**config.mk**
```make
export PLATFORM = sky130hd
export DESIGN_NAME = fifo_rd_stream
export DESIGN_NICKNAME = d
export VERILOG_FILES = /design/src/rtl/fifo_rd_stream.sv
export SDC_FILE = /design/constraint.sdc
export NUM_CORES = 1
export LEC_CHECK = 0
export CORE_ASPECT_RATIO = 0.5
export CORE_UTILIZATION = 49
export DETAILED_ROUTE_END_ITERATION = 8
export GPL_ROUTABILITY_DRIVEN = 1
export GPL_TIMING_DRIVEN = 0
export PLACE_DENSITY_LB_ADDON = 0.3
export SKIP_CTS_REPAIR_TIMING = 1
export SKIP_LAST_GASP = 1
export SYNTH_ARGS = -nofsm -noshare
export SYNTH_HDL_FRONTEND = slang
export SYNTH_SLANG_ARGS = --single-unit
```
**constraint.sdc**
```tcl
create_clock -name clk -period 2.5 [get_ports clk]
set_input_delay 0.5 -clock clk [delete_from_list [all_inputs] [get_ports clk]]
set_output_delay 0.5 -clock clk [all_outputs]
set_load 0.1 [all_outputs]
```
**src/rtl/fifo_rd_stream.sv**
```systemverilog
// rtl/fifo_rd_stream.sv - read-side drain engine: non-FWFT FIFO to valid/ready stream via skid buffer
// Optional beat counter enabled by defining FIFO_RD_STREAM_STATS_EN.
module fifo_rd_stream #(
    parameter int DATA_WIDTH = 8,
    parameter int BUF_DEPTH  = 3
) (
    input  logic                  clk,
    input  logic                  rst_n,
    input  logic                  fifo_empty,
    input  logic                  fifo_valid,
    input  logic [DATA_WIDTH-1:0] fifo_dout,
    output logic                  fifo_rd_en,
    input  logic                  flush,
    output logic                  m_valid,
    input  logic                  m_ready,
    output logic [DATA_WIDTH-1:0] m_data,
    output logic                  flushing,
    output logic                  proto_err,
    output logic [31:0]           beat_cnt
);

    localparam int PTR_W = (BUF_DEPTH > 2) ? $clog2(BUF_DEPTH) : 1;
    localparam int OCC_W = $clog2(BUF_DEPTH + 1);
    localparam logic [PTR_W-1:0] PTR_LAST  = PTR_W'(BUF_DEPTH - 1);
    localparam logic [OCC_W:0]   DEPTH_EXT = (OCC_W + 1)'(BUF_DEPTH);

    typedef enum logic {
        ST_RUN   = 1'b0,
        ST_FLUSH = 1'b1
    } state_t;

    state_t                state_q, state_d;
    logic [OCC_W-1:0]      occ_q, occ_d;
    logic                  inflight_q, inflight_d;
    logic [PTR_W-1:0]      wptr_q, wptr_d;
    logic [PTR_W-1:0]      rptr_q, rptr_d;
    logic                  proto_err_q, proto_err_d;
    logic [DATA_WIDTH-1:0] buf_q [BUF_DEPTH];
    logic [DATA_WIDTH-1:0] buf_d [BUF_DEPTH];
    logic                  capture;
    logic                  pop;

    // Non-power-of-2 depths need an explicit wrap compare.
    function automatic logic [PTR_W-1:0] ptr_inc(input logic [PTR_W-1:0] p);
        return (p == PTR_LAST) ? '0 : p + 1'b1;
    endfunction

    always_comb begin
        state_d     = state_q;
        occ_d       = occ_q;
        wptr_d      = wptr_q;
        rptr_d      = rptr_q;
        proto_err_d = proto_err_q;
        buf_d       = buf_q;

        // Reserve a slot for every beat already in flight so the skid never overflows.
        fifo_rd_en = (state_q == ST_RUN) & ~fifo_empty & ~flush &
                     (({1'b0, occ_q} + (OCC_W + 1)'(inflight_q)) < DEPTH_EXT);
        inflight_d = fifo_rd_en;

        m_valid  = (occ_q != '0) & (state_q == ST_RUN);
        m_data   = buf_q[rptr_q];
        flushing = (state_q == ST_FLUSH);

        capture = fifo_valid & inflight_q & (state_q == ST_RUN);
        pop     = m_valid & m_ready;

        if (fifo_valid & ~inflight_q) begin
            proto_err_d = 1'b1;
        end

        if (capture) begin
            buf_d[wptr_q] = fifo_dout;
            wptr_d        = ptr_inc(wptr_q);
        end
        if (pop) begin
            rptr_d = ptr_inc(rptr_q);
        end

        case ({capture, pop})
            2'b10:   occ_d = occ_q + 1'b1;
            2'b01:   occ_d = occ_q - 1'b1;
            default: occ_d = occ_q;
        endcase

        case (state_q)
            ST_RUN: begin
                if (flush) begin
                    occ_d  = '0;
                    wptr_d = '0;
                    rptr_d = '0;
                    if (inflight_q) begin
                        state_d = ST_FLUSH;
                    end
                end
            end
            ST_FLUSH: begin
                state_d = ST_RUN;
            end
            default: begin
                state_d = ST_RUN;
            end
        endcase
    end

    always_ff @(posedge clk or negedge rst_n) begin
        if (!rst_n) begin
            state_q     <= ST_RUN;
            occ_q       <= '0;
            inflight_q  <= 1'b0;
            wptr_q      <= '0;
            rptr_q      <= '0;
            proto_err_q <= 1'b0;
            for (int i = 0; i < BUF_DEPTH; i++) begin
                buf_q[i] <= '0;
            end
        end else begin
            state_q     <= state_d;
            occ_q       <= occ_d;
            inflight_q  <= inflight_d;
            wptr_q      <= wptr_d;
            rptr_q      <= rptr_d;
            proto_err_q <= proto_err_d;
            buf_q       <= buf_d;
        end
    end

    assign proto_err = proto_err_q;

`ifdef FIFO_RD_STREAM_STATS_EN
    logic [31:0] beat_cnt_q, beat_cnt_d;

    // Saturating count of accepted beats; flush does not clear it.
    always_comb begin
        beat_cnt_d = beat_cnt_q;
        if (pop && (beat_cnt_q != 32'hFFFF_FFFF)) begin
            beat_cnt_d = beat_cnt_q + 32'd1;
        end
    end

    always_ff @(posedge clk or negedge rst_n) begin
        if (!rst_n) begin
            beat_cnt_q <= '0;
        end else begin
            beat_cnt_q <= beat_cnt_d;
        end
    end

    assign beat_cnt = beat_cnt_q;
`else
    assign beat_cnt = 32'd0;
`endif

endmodule
```
==> run metrics, run 1 <==
maximum clock path buffer count=2; # rows=15; Combinational Power Share=0.497; port buffer count=25; CTS tree=done; maximum vdd drop=0.460 mV; RSZ-0062 raised after global routing=true; min setup slack post-route=-163 ps; startpoint types=flop; Worst-Skew Late Latency=290 ps; Slew Viols, Final=0; fin crit period=2660 ps; Cell variety after synth=29; DRT iter0 DRCs=20; Filler cells=254; Synth top area share=0.458; worst slack, placed=-786 ps; I/O Pins=58; Seq cells post-synth=33; Hold Vio Cnt, Final=0; area growth from synthesis to layout=30.9%; Mapped Cells=153; grt total ovfl=0; Max FO, Critical Path=4; WS Path Type=reg2out; DRT Wirelength=3250 um; Starting Density=0.520; leading area contributor after synthesis=dfrtp_1; mapped cell area=0.00180 sq mm; Synth warnings=0; core area=0.00347 sq mm; sw frac=0.485; post-route cell area=0.00236 sq mm; vias in the first global route=1047; register area share after synthesis=0.458; Remaining DRCs=0; Final Cycle Share=1.07; Crit path arrival time=2160 ps; CTS Buf Count=5; WP data required=2000 ps; GPL Wtd Cong=0.673; initial antenna violation count=0; Pleak=1.22 nW; CTS H-tree depth=2; GRT Resource Usage Total=0.177; Die H=44.9 um; clock root cell=clkbuf_8; Pre-Repair DR Iteration Count=4; Final TNS setup=-163 ps; largest cells by area after synthesis=dfrtp_1, buf_4, mux2_2, mux2_4, mux2i_1; ant diodes=0; reg-to-reg setup timing slack=790 ps; largest net degree at the start of global routing=34; Die X=87.8 um; share of power burned in registers=0.272; post-route ant nets=0; clock power share=0.231; Final Skew=9.23 ps; PwrDens=1090 mW/mm^2; hpwl dp=2330 um; Setup-failing EPs final=1; slew margin rel.=0.358; Max Cap Viol=0; Clk pin slew, worst setup/hold paths=70 ps; Vias=1201; Avg WL per Cell=12.1 um; CTS Sinks=33; Internal=0.00132 W; f_max=0.376 GHz; Util after Layout=0.680; share of cells above drive strength 1=0.406; element type at the critical path end=output port; first-pass GRT wire length=4970 um; status=complete, but fails checks; die area=0.00394 sq mm; syn avg cell area=11.8 sq um; failing checks=negative setup slack; post-DR vias/cell=4.48; Tightest Hold Check Type=in2async; Slew @ Worst Pin=961 ps; DP Area=0.00227 sq mm; P_sw=0.00125 W; nets=233
## cell usage after synthesis
master,n
clkbuf_1,2
buf_2,1
nor2b_1,1
o21bai_1,1
ha_1,3
nand2b_1,1
nand3b_4,1
and2b_1,1
xor2_1,1
or3_1,2
nor2_1,3
inv_1,3
nand3_1,1
or4_1,2
mux2i_1,8
mux2_2,16
nor3b_4,2
nand2_1,9
o21a_1,1
mux2_4,8
conb_1,1
a21oi_1,5
buf_6,1
buf_4,32
dfrtp_1,33
and2_1,1
o21ai_0,11
a21o_1,1
xnor2_1,1
## through the flow
step	cells	total power, W	hold slack (ps)
finish	268	0.00257	267
detailed placement	260	0.00205	450
floorplan	184	0.00182	204
CTS	268	0.00265	294
global placement	260	0.00202	447
global route	268	0.00266	322
## layer usage
metal / wire, um / share of wire / track usage / up-vias
met1: 1460 / 0.45 / 0.229 / 561
met2: 1500 / 0.46 / 0.281 / 50
met3: 244 / 0.075 / 0.0494 / 5
li1: - / - / - / 585
met4: 44 / 0.014 / 0.0885 / 0
met5: 0 / 0 / 0 / -
## placed cells by master (no fill, tap or decap), types with 2 or more instances in the layout
cell,netlist,final
nor2_1,3,3
o21ai_2,0,8
mux2_2,16,16
inv_1,3,3
buf_2,1,2
dfrtp_1,33,33
clkbuf_8,0,5
conb_1,1,32
ha_1,3,3
a21oi_1,5,4
nand2_1,9,9
clkbuf_1,2,2
mux2_4,8,8
or3_1,2,2
clkdlybuf4s50_1,0,14
nor3b_4,2,2
buf_4,32,32
clkbuf_2,0,9
bufinv_16,0,2
mux2i_1,8,8
o21ai_0,11,3
or4_1,2,2
## power by group through the flow
stage | clock network [W] | logic, W | registers [W]
floorplan | 0 | 0.00113 | 0.000692
global placement | 0 | 0.00133 | 0.000698
detailed placement | 0 | 0.00135 | 0.000705
CTS | 0.000604 | 0.00135 | 0.000697
global route | 0.000628 | 0.00132 | 0.000710
finish | 0.000593 | 0.00128 | 0.000698
## logic make-up after synthesis
logic type,share of synthesized area
AO/OA/AOI/OAI,0.0569
other,0.00208
adder cells (fa/ha/maj),0.0208
AND/OR/NAND/NOR,0.0895
multiplexers,0.211
buffers and inverters,0.153
XOR/XNOR,0.00971
flip-flops,0.458
## state kept, by name, summed over array words and instances (netlist names)
register and cells:
buf_q 24, flushing 1, inflight_q 1, occ_q 2, proto_err 1, rptr_q 2, wptr_q 2
## worst paths after layout
path / endpoint / startpoint / cells after the start
worst max-delay path: fifo_rd_en / occ_q[0] / 5
worst min-delay path: buf_q[16] / rst_n / 1
worst max register to register: occ_q[1] / occ_q[0] / 5
worst min register to register: proto_err / proto_err / 1
max in group asynchronous: buf_q[10] / rst_n / 1
min in group clk: proto_err / proto_err / 1
## layout make-up
| type | count | area (sq um) | area share |
|---|---|---|---|
| Buffer | 36 | 264 | 0.112 |
| Timing Repair Buffer | 25 | 203 | 0.0858 |
| Inverter | 3 | 11.3 | 0.00477 |
| Clock inverter | 3 | 65.1 | 0.0275 |
| Sequential cell | 33 | 826 | 0.350 |
| Tap cell | 51 | 63.8 | 0.0270 |
| Clock buffer | 5 | 68.8 | 0.0291 |
| Multi-Input combinational cell | 112 | 861 | 0.364 |
## worst max-delay path: stages, from the launching register on
cell      delay, ps
dfrtp_1         430
ha_1            220
ha_1            170
or4_1           450
a21oi_4         140
clkbuf_2        460
No activity file was read; power rests on OpenSTA's default activity.
==> inputs of run 2 (changes only) <==
--- a/config.mk
+++ b/config.mk
@@ -6,7 +6,8 @@
 export NUM_CORES = 1
 export LEC_CHECK = 0
 export CORE_ASPECT_RATIO = 0.5
-export CORE_UTILIZATION = 49
+export CORE_UTILIZATION = 51
+export CTS_BUF_LIST = sky130_fd_sc_hd__clkbuf_4 sky130_fd_sc_hd__clkbuf_8
 export DETAILED_ROUTE_END_ITERATION = 8
 export GPL_ROUTABILITY_DRIVEN = 1
 export GPL_TIMING_DRIVEN = 0
==> run metrics, run 2 (synthesis results as in run 1) <==
share of cells above drive strength 1=0.406 (unchanged); Hold Slack=261 ps (-5.80 ps); Final Cycle Share=1.09 (+0.0202); crit-path most repeated cell=ha_1; slowest cell on the critical path=clkbuf_2; ant diodes=0 (unchanged); crit-path cells=ha_1 -> ha_1 -> or4_1 -> a21oi_4 -> clkbuf_2; Slew @ Worst Pin=965 ps (+4.61 ps); Crit path arrival time=2210 ps (+50 ps); grt total ovfl=0 (unchanged); Finished Layout Cells=265 (-1.1%); Vias=1218 (+1.4%); Remaining DRCs=0 (unchanged); P_sw=0.00125 W (+0.11%); CTS H-tree depth=2 (unchanged); final total power=0.00240 W (-6.4%); commonest non-fill, non-tap cell in the layout=dfrtp_1; share of power burned in registers=0.291 (+0.019); Die H=44.1 um (-1.9%); Internal=0.00116 W (-12%); status=complete, but fails checks; CTS Buf Count=5 (unchanged); Max Cap Viol=0 (unchanged); vias in the first global route=1149 (+9.7%); Starting Density=0.566 (+0.0463); Max FO, Critical Path=4 (unchanged); Worst-Skew Late Latency=290 ps (about the same); post-DR vias/cell=4.60 (+2.6%); largest net degree at the start of global routing=34 (unchanged); PwrDens=1040 mW/mm^2 (-4.5%); WS Path Type=reg2out; core area=0.00319 sq mm (-8.2%); Clk pin slew, worst setup/hold paths=70 ps (about the same); Pleak=1.20 nW (-1.5%); Final Skew=5.33 ps (-3.89 ps); commonest cells after routing, fill and taps aside=dfrtp_1, buf_4, conb_1; CTS Sinks=33 (unchanged); Pre-Repair DR Iteration Count=4 (unchanged); DRT iter0 DRCs=42 (+110%); RSZ-0062 raised after global routing=true; die area=0.00379 sq mm (-3.8%); clock root cell=clkbuf_8; GRT Resource Usage Total=0.206 (+0.0285); slew margin rel.=0.354 (-0.00309); maximum clock path buffer count=2 (unchanged); Hold Vio Cnt, Final=0 (unchanged); port buffer count=25 (unchanged); clock power share=0.175 (-0.056); sw frac=0.518 (+0.0335); f_max=0.369 GHz (-1.9%); dpl cells=257 (-1.2%); element type at the critical path end=output port; cell count of the worst reg-to-reg path=6 (+1); I/O Pins=58 (unchanged); post-route cell area=0.00232 sq mm (-2.0%); startpoint types=flop; fin crit period=2710 ps (+50.4 ps); initial antenna violation count=0 (unchanged); area growth from synthesis to layout=28.4%; nets=233 (unchanged); Setup-failing EPs final=1 (unchanged); critical path's largest stage delay=460 ps (about the same); Util after Layout=0.726 (+0.0461); Top reg by flops=buf_q; GPL Wtd Cong=0.708 (+5.2%); Avg WL per Cell=13.2 um (+9.1%); DRT Wirelength=3510 um (+7.8%); Tightest Hold Check Type=in2async; failing checks=negative setup slack; post-route ant nets=0 (unchanged); max FFs per register=24 (unchanged); first-pass GRT wire length=5620 um (+13%); maximum vdd drop=0.534 mV (+16%); hpwl dp=2540 um (+9.0%); Combinational Power Share=0.534 (+0.037); # rows=14 (-1); min setup slack post-route=-213 ps (-50.4 ps); Slew Viols, Final=0 (unchanged); CTS tree=done; Die X=86.1 um (-1.9%); WP data required=2000 ps (about the same); DP Area=0.00227 sq mm (-0.17%)
run 2: changes by cell type in the layout (fill, tap and decap cells not counted):
| cell | delta |
|---|---|
| clkbuf_4 | +3 |
| bufinv_16 | -2 |
| clkinv_2 | -1 |
run 2: final cells by class:
class | instances | area [sq um]
plain buffers | 36 | 264
inverters | 3 | 11.3
multi-input cells | 112 | 861
fillers | 224 | 872
clock buffers | 8 | 91.3
flip-flops and latches | 33 | 826
well taps | 48 | 60.1
repair buffers | 25 | 203
run 2: through the flow:
| step | setup WS [ps] | TNS, ps |
|---|---|---|
| 2_1_floorplan | -7.80 | -7.80 |
| 3_3_place_gp | -769 | -2030 |
| 3_5_place_dp | -779 | -2170 |
| 4_1_cts | -881 | -4990 |
| 5_1_grt | -267 | -267 |
| 6_report | -213 | -213 |
run 2: power groups by stage:
stage / Sequential (W) / Clock, W / Combinational, W
after floorplan: 0.000692 / 0 / 0.00113
after global routing: 0.000712 / 0.000440 / 0.00134
after detailed placement: 0.000706 / 0 / 0.00135
after global placement: 0.000698 / 0 / 0.00133
final: 0.000699 / 0.000420 / 0.00129
after CTS: 0.000698 / 0.000421 / 0.00135
run 2: metal layers:
| metal | vias up | routed length [um] | global-route usage |
|---|---|---|---|
| li1 | 588 | - | - |
| met3 | 9 | 289 | 0.0653 |
| met4 | 0 | 72 | 0.0900 |
| met5 | - | 0 | 0 |
| met1 | 567 | 1500 | 0.245 |
| met2 | 54 | 1650 | 0.354 |
run 2: worst max-delay path, delay by kind of cell, from the launching register on:
family	cells	cell delay, ps
AO/OA/AOI/OAI	1	130
adder cells (fa/ha/maj)	2	430
buffers and inverters	1	460
flip-flops	1	440
AND/OR/NAND/NOR	1	450
run 2: worst paths after layout:
| check | from | end | slack, ps |
|---|---|---|---|
| setup / recovery | occ_q[0] | fifo_rd_en | -210 |
| setup reg to reg | occ_q[0] | occ_q[1] | 760 |
| max in group asynchronous | rst_n | buf_q[19] | 1770 |
| hold reg to reg | proto_err | proto_err | 460 |
| min in group clk | proto_err | proto_err | 460 |
| hold / removal | rst_n | flushing | 260 |
==> inputs of run 3 (changes only) <==
--- a/config.mk
+++ b/config.mk
@@ -14,6 +14,7 @@
 export PLACE_DENSITY_LB_ADDON = 0.3
 export SKIP_CTS_REPAIR_TIMING = 1
 export SKIP_LAST_GASP = 1
+export SLEW_MARGIN = 10
 export SYNTH_ARGS = -nofsm -noshare
 export SYNTH_HDL_FRONTEND = slang
 export SYNTH_SLANG_ARGS = --single-unit
==> results of run 3 <==
No change in the layout: final DEF, timing and power equal those of run 2.
